### src/rtl/minirisc_acc_core.sv
// Multi-cycle accumulator core: one instruction per handshake, sequenced IDLE -> EXEC -> WB.
// EXEC stages the result and carry; WB commits the accumulator, flags, register file and output port.
module minirisc_acc_core #(
   parameter int DATA_W = 8,
   parameter int NREGS  = 4
) (
   input  logic              clk,
   input  logic              rst,
   input  logic              instr_valid,
   output logic              instr_ready,
   input  logic [3:0]        instr_op,
   input  logic [DATA_W-1:0] instr_arg,
   output logic [DATA_W-1:0] acc_out,
   output logic [1:0]        state_out,
   output logic              carry_out,
   output logic              zero_out,
   output logic              out_valid,
   output logic [DATA_W-1:0] out_data,
   output logic              halted
);

   localparam int RI_W = (NREGS > 1) ? $clog2(NREGS) : 1;

   localparam logic [1:0] S_IDLE = 2'd0;
   localparam logic [1:0] S_EXEC = 2'd1;
   localparam logic [1:0] S_WB   = 2'd2;
   localparam logic [1:0] S_HALT = 2'd3;

   localparam logic [3:0] OP_LDI  = 4'h1;
   localparam logic [3:0] OP_ADD  = 4'h2;
   localparam logic [3:0] OP_ADDI = 4'h3;
   localparam logic [3:0] OP_SUB  = 4'h4;
   localparam logic [3:0] OP_AND  = 4'h5;
   localparam logic [3:0] OP_OR   = 4'h6;
   localparam logic [3:0] OP_XOR  = 4'h7;
   localparam logic [3:0] OP_ST   = 4'h8;
   localparam logic [3:0] OP_LD   = 4'h9;
   localparam logic [3:0] OP_SHL  = 4'hA;
   localparam logic [3:0] OP_SHR  = 4'hB;
   localparam logic [3:0] OP_OUT  = 4'hD;
   localparam logic [3:0] OP_HALT = 4'hF;

   logic [1:0]        state_q, state_d;
   logic [3:0]        op_q, op_d;
   logic [DATA_W-1:0] arg_q, arg_d;
   logic [DATA_W-1:0] acc_q, acc_d;
   logic              carry_q, carry_d;
   logic              zero_q, zero_d;
   logic [DATA_W-1:0] res_q, res_d;
   logic              res_c_q, res_c_d;
   logic [DATA_W-1:0] out_data_q, out_data_d;
   logic              out_valid_q, out_valid_d;
   logic [DATA_W-1:0] rf_q [NREGS];
   logic [DATA_W-1:0] rf_d [NREGS];

   logic [RI_W-1:0]   ri;
   logic [DATA_W-1:0] rd_val;
   logic [DATA_W:0]   sum_reg, sum_imm, diff_reg;
   logic              wr_acc, wr_carry;

   assign ri       = arg_q[RI_W-1:0];
   assign rd_val   = rf_q[ri];
   assign sum_reg  = {1'b0, acc_q} + {1'b0, rd_val};
   assign sum_imm  = {1'b0, acc_q} + {1'b0, arg_q};
   // The extra top bit of the widened difference is the borrow.
   assign diff_reg = {1'b0, acc_q} - {1'b0, rd_val};

   always_comb begin
      wr_acc   = 1'b0;
      wr_carry = 1'b0;
      case (op_q)
         OP_LDI, OP_LD:  wr_acc = 1'b1;
         OP_ADD, OP_ADDI, OP_SUB, OP_AND, OP_OR, OP_XOR, OP_SHL, OP_SHR: begin
            wr_acc   = 1'b1;
            wr_carry = 1'b1;
         end
         default: ;
      endcase
   end

   always_comb begin
      state_d     = state_q;
      op_d        = op_q;
      arg_d       = arg_q;
      acc_d       = acc_q;
      carry_d     = carry_q;
      zero_d      = zero_q;
      res_d       = res_q;
      res_c_d     = res_c_q;
      out_data_d  = out_data_q;
      out_valid_d = 1'b0;
      for (int i = 0; i < NREGS; i++) begin
         rf_d[i] = rf_q[i];
      end

      case (state_q)
         S_IDLE: begin
            if (instr_valid) begin
               op_d    = instr_op;
               arg_d   = instr_arg;
               state_d = S_EXEC;
            end
         end
         S_EXEC: begin
            res_d   = acc_q;
            res_c_d = carry_q;
            case (op_q)
               OP_LDI:  res_d = arg_q;
               OP_ADD:  {res_c_d, res_d} = sum_reg;
               OP_ADDI: {res_c_d, res_d} = sum_imm;
               OP_SUB:  {res_c_d, res_d} = diff_reg;
               OP_AND:  begin res_d = acc_q & rd_val; res_c_d = 1'b0; end
               OP_OR:   begin res_d = acc_q | rd_val; res_c_d = 1'b0; end
               OP_XOR:  begin res_d = acc_q ^ rd_val; res_c_d = 1'b0; end
               OP_LD:   res_d = rd_val;
               OP_SHL:  begin res_d = {acc_q[DATA_W-2:0], 1'b0}; res_c_d = acc_q[DATA_W-1]; end
               OP_SHR:  begin res_d = {1'b0, acc_q[DATA_W-1:1]}; res_c_d = acc_q[0]; end
               default: ;
            endcase
            state_d = S_WB;
         end
         S_WB: begin
            if (wr_acc) begin
               acc_d  = res_q;
               zero_d = (res_q == '0);
            end
            if (wr_carry) begin
               carry_d = res_c_q;
            end
            if (op_q == OP_ST) begin
               rf_d[ri] = acc_q;
            end
            if (op_q == OP_OUT) begin
               out_data_d  = acc_q;
               out_valid_d = 1'b1;
            end
            state_d = (op_q == OP_HALT) ? S_HALT : S_IDLE;
         end
         default: ;
      endcase
   end

   always_ff @(posedge clk) begin
      if (rst) begin
         state_q     <= S_IDLE;
         op_q        <= '0;
         arg_q       <= '0;
         acc_q       <= '0;
         carry_q     <= 1'b0;
         zero_q      <= 1'b0;
         res_q       <= '0;
         res_c_q     <= 1'b0;
         out_data_q  <= '0;
         out_valid_q <= 1'b0;
         for (int i = 0; i < NREGS; i++) begin
            rf_q[i] <= '0;
         end
      end else begin
         state_q     <= state_d;
         op_q        <= op_d;
         arg_q       <= arg_d;
         acc_q       <= acc_d;
         carry_q     <= carry_d;
         zero_q      <= zero_d;
         res_q       <= res_d;
         res_c_q     <= res_c_d;
         out_data_q  <= out_data_d;
         out_valid_q <= out_valid_d;
         for (int i = 0; i < NREGS; i++) begin
            rf_q[i] <= rf_d[i];
         end
      end
   end

   assign instr_ready = (state_q == S_IDLE);
   assign halted      = (state_q == S_HALT);
   assign state_out   = state_q;
   assign acc_out     = acc_q;
   assign carry_out   = carry_q;
   assign zero_out    = zero_q;
   assign out_valid   = out_valid_q;
   assign out_data    = out_data_q;

endmodule

### config.mk
export PLATFORM = sky130hd
export DESIGN_NAME = minirisc_acc_core
export DESIGN_NICKNAME = d
export VERILOG_FILES = /design/src/rtl/minirisc_acc_core.sv
export SDC_FILE = /design/constraint.sdc
export NUM_CORES = 1
export LEC_CHECK = 0
export CORE_UTILIZATION = 30
export CTS_CLUSTER_DIAMETER = 80
export DETAILED_ROUTE_END_ITERATION = 12
export MAX_ROUTING_LAYER = met4
export PLACE_DENSITY = 0.49
export SLEW_MARGIN = 40
export SYNTH_ARGS = -nofsm -noshare
export SYNTH_HDL_FRONTEND = slang
export SYNTH_SLANG_ARGS = --single-unit
### constraint.sdc
create_clock -name clk -period 7.82 [get_ports clk]
set_input_delay 1.564 -clock clk [delete_from_list [all_inputs] [get_ports clk]]
set_output_delay 1.564 -clock clk [all_outputs]
set_load 0.02 [all_outputs]
==> out/metrics.yaml <==
power_and_ir_drop:
  clockPowerShare_pct: 43.3
  swShare_pct: 30.5
  ir_drop_mv: 0.0990
  comb_power_share_pct: 15.7
  p_sw_uw: 316
  power_density_mw_per_mm2: 176
  seqPwrFrac_pct: 40.9
  p_leak_uw: 0.00224
  p_int_uw: 719
layout:
  drive_above_1_share_pct: 8.60
  instances_no_fill: 836
  final_common_cell: "dfxtp_1"
  area_growth_pct: 15.1
  final_cell_mix: "76 x dfxtp_1, 71 x nor2_1, 58 x nand2_1"
  nNetsFinal: 668
  num_antenna_cells: 0
logic_synthesis:
  synth_edf_count: 0
  syn_inst: 602
  yosysWarnings: 0
  synthesis.nets: 659
  synth_cell_type_count: 75
  syn_area_per_cell_um2: 8.50
  yosysSeqAreaShare_pct: 29.7
  ys_seq_elements: 76
  synth_area_mm2: 0.00512
  synth-main-ff-cell: "dfxtp_1"
  synthArstFlopShare_pct: 0
drt:
  drc: 0
  dr.pass1.iters: 7
  drt-total-wl_mm: 15.4
  initialDrtViolationCount: 348
  drtAntennaViolNets: 0
  viasPerCell: 5.33
  vias: 4452
  wl_per_cell_um: 18.4
clock_tree:
  ctsHoldBuffers: 0
  clock_latency_ps: 350
  cts_sinks: 76
  cts.clk_slew.worst_paths_ps: 70
  ctsLongestPathBuffers: 2
  htree_levels: 3
  cts_buffers: 9
  cts_tree: "done"
  cts_setup_buffers: 0
  cts_root_buf: "clkbuf_16"
  ctsResizeCount: 0
timing:
  period_needed_ps: 3430
  timing.hold.ws_ps: 492
  hold_viol: 0
  tns_ps: 0
  drv_slew: 0
  fmax_mhz: 292
  max-slew-margin-rel_pct: 45.6
  worst_pin_slew_ps: 815
  rsz0062_at_grt: "false"
  min_period_over_period_pct: 43.9
  skew_ps: 10.0
  setup_viol: 0
  setup_slack_ps: 4390
setup_path:
  worstPathArrival_ps: 1870
  cp_slowest_stage_delay_ps: 790
  rr_worst_depth: 9
  crit_path_end_kind: "primary output"
  cp_num_buf_inv: 1
  r2r-end: "res_q[6]"
  slowest_stage: "dfxtp_1"
  crit_type: "reg2out"
  critical_path.top_delay_family: "flip-flops"
  cp.required_ps: 6260
  crit_fanout: 16
  path_cells: "clkdlybuf4s50_1"
  critPathLaunchType: "register"
  reg2reg_slack_ps: 4470
global_routing:
  grt_pass1_vias: 4305
  grt.total_usage_pct: 18.5
  grt_pass1_wl_mm: 24.5
  antenna_found_initial: 0
  overflow: 0
  grt_max_degree: 77
min_path:
  worstHoldStart: "rf_q[0][4]"
  min_to: "rf_q[0][4]"
  hp-class: "reg2reg"
  holdPathStages: 2
floorplanning:
  die_w_um: 133
  rows: 47
  core_region_area_mm2: 0.0166
  die_h_um: 133
  start_util_pct: 30.7
  die-area_mm2: 0.0176
  io_pins: 38
placed_design:
  pre_cts_slack_ps: 4480
  hpwl_mm: 11.2
  place.gp.congestion: 0.940
  dp.cells: 820
  port_buffers: 37
status:
  status: "finished clean"
job:
  maxCapViolCount: 0
[cells by family (layout without fill, tap and decap cells)]
family                   after synthesis  after routing  synth area share [%]
AND/OR/NAND/NOR                      200            200                  18.9
adder cells (fa/ha/maj)               42             42                  10.7
XOR/XNOR                               6              6                  1.03
buffers and inverters                 76             90                  6.70
flip-flops                            76             76                  29.7
multiplexers                          56             56                  12.9
AO/OA/AOI/OAI                        146            146                  20.0
[power by group through the flow]
stage	Sequential [µW]	Clock [µW]	Combinational, µW
6_report	424	449	163
5_1_grt	426	480	176
4_1_cts	424	461	160
3_5_place_dp	433	0	159
3_3_place_gp	432	0	160
2_1_floorplan	419	0	123
[through the flow]
step	cell area, µm²	total power (µW)	utilization (%)
floorplan	5120	542	-
global placement	5570	592	33.5
detailed placement	5570	592	33.5
CTS	5890	1040	35.4
global route	5890	1080	35.4
finish	5890	1030	35.4
[state kept, by name, summed over array words and instances (netlist names), named ones only]
name,count
zero_out,1
state_out,2
out_valid,1
acc_out,8
out_data,8
arg_q,8
carry_out,1
res_c_q,1
rf_q,32
op_q,4
res_q,8
[how the worst max path moves through the flow]
stage / startpoint / endpoint / slack [ps] / cells after the start
after global routing: acc_out[1] / acc_out[1] / 4270 / 1
after floorplan: register / res_q[6] / 5200 / 10
after global placement: register / res_q[6] / 4530 / 9
final: acc_out[1] / acc_out[1] / 4390 / 1
after detailed placement: register / res_q[6] / 4480 / 9
after CTS: acc_out[1] / acc_out[1] / 4360 / 1
[synth_stat cells, types with 4 or more instances]
| cell type | count | area share, % |
|---|---|---|
| a211oi_1 | 9 | 1.3 |
| a21o_1 | 4 | 0.59 |
| a21oi_1 | 45 | 4.4 |
| a22oi_1 | 5 | 0.73 |
| a31oi_1 | 5 | 0.61 |
| buf_2 | 12 | 1.2 |
| buf_4 | 7 | 1.0 |
| clkbuf_1 | 20 | 1.5 |
| dfxtp_1 | 76 | 30 |
| ha_1 | 39 | 9.5 |
| inv_1 | 30 | 2.2 |
| mux2i_1 | 47 | 9.2 |
| mux4_2 | 8 | 3.5 |
| nand2_1 | 58 | 4.3 |
| nand2b_1 | 12 | 1.5 |
| nand3_1 | 15 | 1.5 |
| nor2_1 | 71 | 5.2 |
| nor2b_1 | 5 | 0.61 |
| nor3_1 | 12 | 1.2 |
| nor3b_1 | 5 | 0.73 |
| o211ai_1 | 5 | 0.73 |
| o21a_1 | 4 | 0.59 |
| o21ai_0 | 17 | 1.7 |
| o21bai_1 | 5 | 0.73 |
| o221ai_1 | 4 | 0.68 |
| o22ai_1 | 4 | 0.49 |
| o32ai_1 | 6 | 1.0 |
| xnor2_1 | 5 | 0.86 |
[per-layer routing]
| layer | global-route usage [%] | up-vias | routed length [µm] |
|---|---|---|---|
| li1 | - | 2158 | - |
| met1 | 24.2 | 2132 | 7280 |
| met2 | 27.9 | 137 | 6920 |
| met3 | 2.64 | 25 | 608 |
| met4 | 8.94 | 0 | 544 |
| met5 | - | - | 0 |
[layout make-up]
cell class,instances,area (µm²)
Clock buffer,9,225
Clock inverter,7,90.1
Fill cell,1719,10800
Inverter,32,121
Multi-Input combinational cell,450,3250
Sequential cell,76,1520
Tap cell,220,275
Timing Repair Buffer,42,403
(Power assumes the default switching activity.)
==> RTL change, RTL diff (same flow settings) <==
`op_q`, `res_q` and `out_data_q` no longer have a reset.
--- a/src/rtl/minirisc_acc_core.sv
+++ b/src/rtl/minirisc_acc_core.sv
@@ -143,33 +143,33 @@
    always_ff @(posedge clk) begin
       if (rst) begin
          state_q     <= S_IDLE;
-         op_q        <= '0;
          arg_q       <= '0;
          acc_q       <= '0;
          carry_q     <= 1'b0;
          zero_q      <= 1'b0;
-         res_q       <= '0;
          res_c_q     <= 1'b0;
-         out_data_q  <= '0;
          out_valid_q <= 1'b0;
          for (int i = 0; i < NREGS; i++) begin
             rf_q[i] <= '0;
          end
       end else begin
          state_q     <= state_d;
-         op_q        <= op_d;
          arg_q       <= arg_d;
          acc_q       <= acc_d;
          carry_q     <= carry_d;
          zero_q      <= zero_d;
-         res_q       <= res_d;
          res_c_q     <= res_c_d;
-         out_data_q  <= out_data_d;
          out_valid_q <= out_valid_d;
          for (int i = 0; i < NREGS; i++) begin
             rf_q[i] <= rf_d[i];
          end
       end
+   end
+
+   always_ff @(posedge clk) begin
+      op_q       <= op_d;
+      res_q      <= res_d;
+      out_data_q <= out_data_d;
    end
 
    assign instr_ready = (state_q == S_IDLE);
Behaviour: differs if rst is asserted again (counterexample within 10 cycles, from zero or initial values and one cycle with rst high); with rst held inactive, the same outputs for 10 cycles.
==> RTL change against the original RTL <==
- final area is 5.0% lower
- wire length is 8.7% lower
- worst setup slack worse by 0.15 ns
- synthesized area is 6.3% lower
- largest cell class unchanged
- sequential cell count stayed put
- power is 4.7% lower
- worst hold slack worse by 0.035 ns
- clock power is 9.6% lower
==> RTL change: results (changes against the original RTL) <==
- Largest net degree at the start of global routing: 55 (-29%)
- Cells after Synth: 541 (-10%)
- Post-DP HPWL: 9994 um (-11%)
- Met2 Usage GRT: 0.2830 (+0.004334)
- Max VDD drop: 0.0001076 V (+8.7%)
- Clock Path Buffers: 2 (unchanged)
- Leakage power total: 1.974 nW (-12%)
- Synth top area cells: dfxtp_1 23%, edfxtp_1 13%, ha_1 10%
- Metal3 WL: 812 um (+34%)
- Met1 Usage GRT: 0.2433 (+0.001153)
- Final GP Congestion: 0.9024 (-4.0%)
- All-Layer GR Usage: 0.1843 (-0.0006044)
- Post-Route M1 WL: 6523 um (-10%)
- Netlist cell types: 55 (-27%)
- Seq pwr share: 0.452 (+0.043)
- Run status: finished clean
- Arrival time at the worst endpoint: 3.66 ns (+1.79 ns)
- Post-DP Area: 5309 sq um (-4.7%)
- Worst Clk Skew: 0.007511 ns (-0.002512 ns)
- Pre-CTS setup slack: 4.243 ns (-0.2357 ns)
- Tightest Pin Transition: 0.8228 ns (+0.007347 ns)
- Post-synth EDFFs: 20 (+20)
- First-pass GRT wire length: 22070 um (-9.8%)
- P_seq: 0.446 mW (+5.2%)
- Initial DRC Count: 318 (-8.6%)
- Mapped Nets: 598 (-9.3%)
- Share of cells above drive strength 1: 0.06383 (-0.02221)
- Drt total wl: 14010 um (-8.7%)
- Met3 GRT Util: 0.03451 (+0.008075)
- Fin cells: 775 (-7.3%)
- Layout Nets: 617 (-7.6%)
- Combinational power share: 0.137 (-0.020)
- Worst path top cell family by delay: compound AO/OA/AOI/OAI gates
- Register area share after synthesis: 0.3590 (+0.06160)
- Fillers: 1599 (-7.0%)
- Crit Path Max Fanout: 8 (-8)
- DR WL met2: 6413 um (-7.3%)
- Area of the multi-input gates: 2808 sq um (-14%)
- Dpl cells: 760 (-7.3%)
-- RTL change: final cells by class --
type                       instances  area share
tap                              211     0.04716
multi-input combinational        401      0.5016
timing repair buffer              42     0.07242
clock buffer                      12     0.04783
clock inverter                     3    0.003353
sequential                        76      0.3076
inverter                          30     0.02012
-- RTL change: final timing paths --
kind | from | endpoint | slack (ns) | cells past startpoint
setup reg to reg | register | res_q[6] | 4.24 | 9
setup / recovery | register | res_q[6] | 4.24 | 9
hold / removal | rf_q[3][6] | rf_q[3][6] | 0.46 | 2
hold reg to reg | rf_q[3][6] | rf_q[3][6] | 0.46 | 2
-- RTL change: kinds of logic after synthesis --
| logic type | after synthesis | synth area share |
|---|---|---|
| compound gates | 134 | 0.1824 |
| xor+xnor | 6 | 0.01096 |
| fa+ha+maj | 42 | 0.1143 |
| simple gates | 175 | 0.1615 |
| mux | 44 | 0.1156 |
| buf+inv | 64 | 0.05635 |
| flops | 76 | 0.3590 |
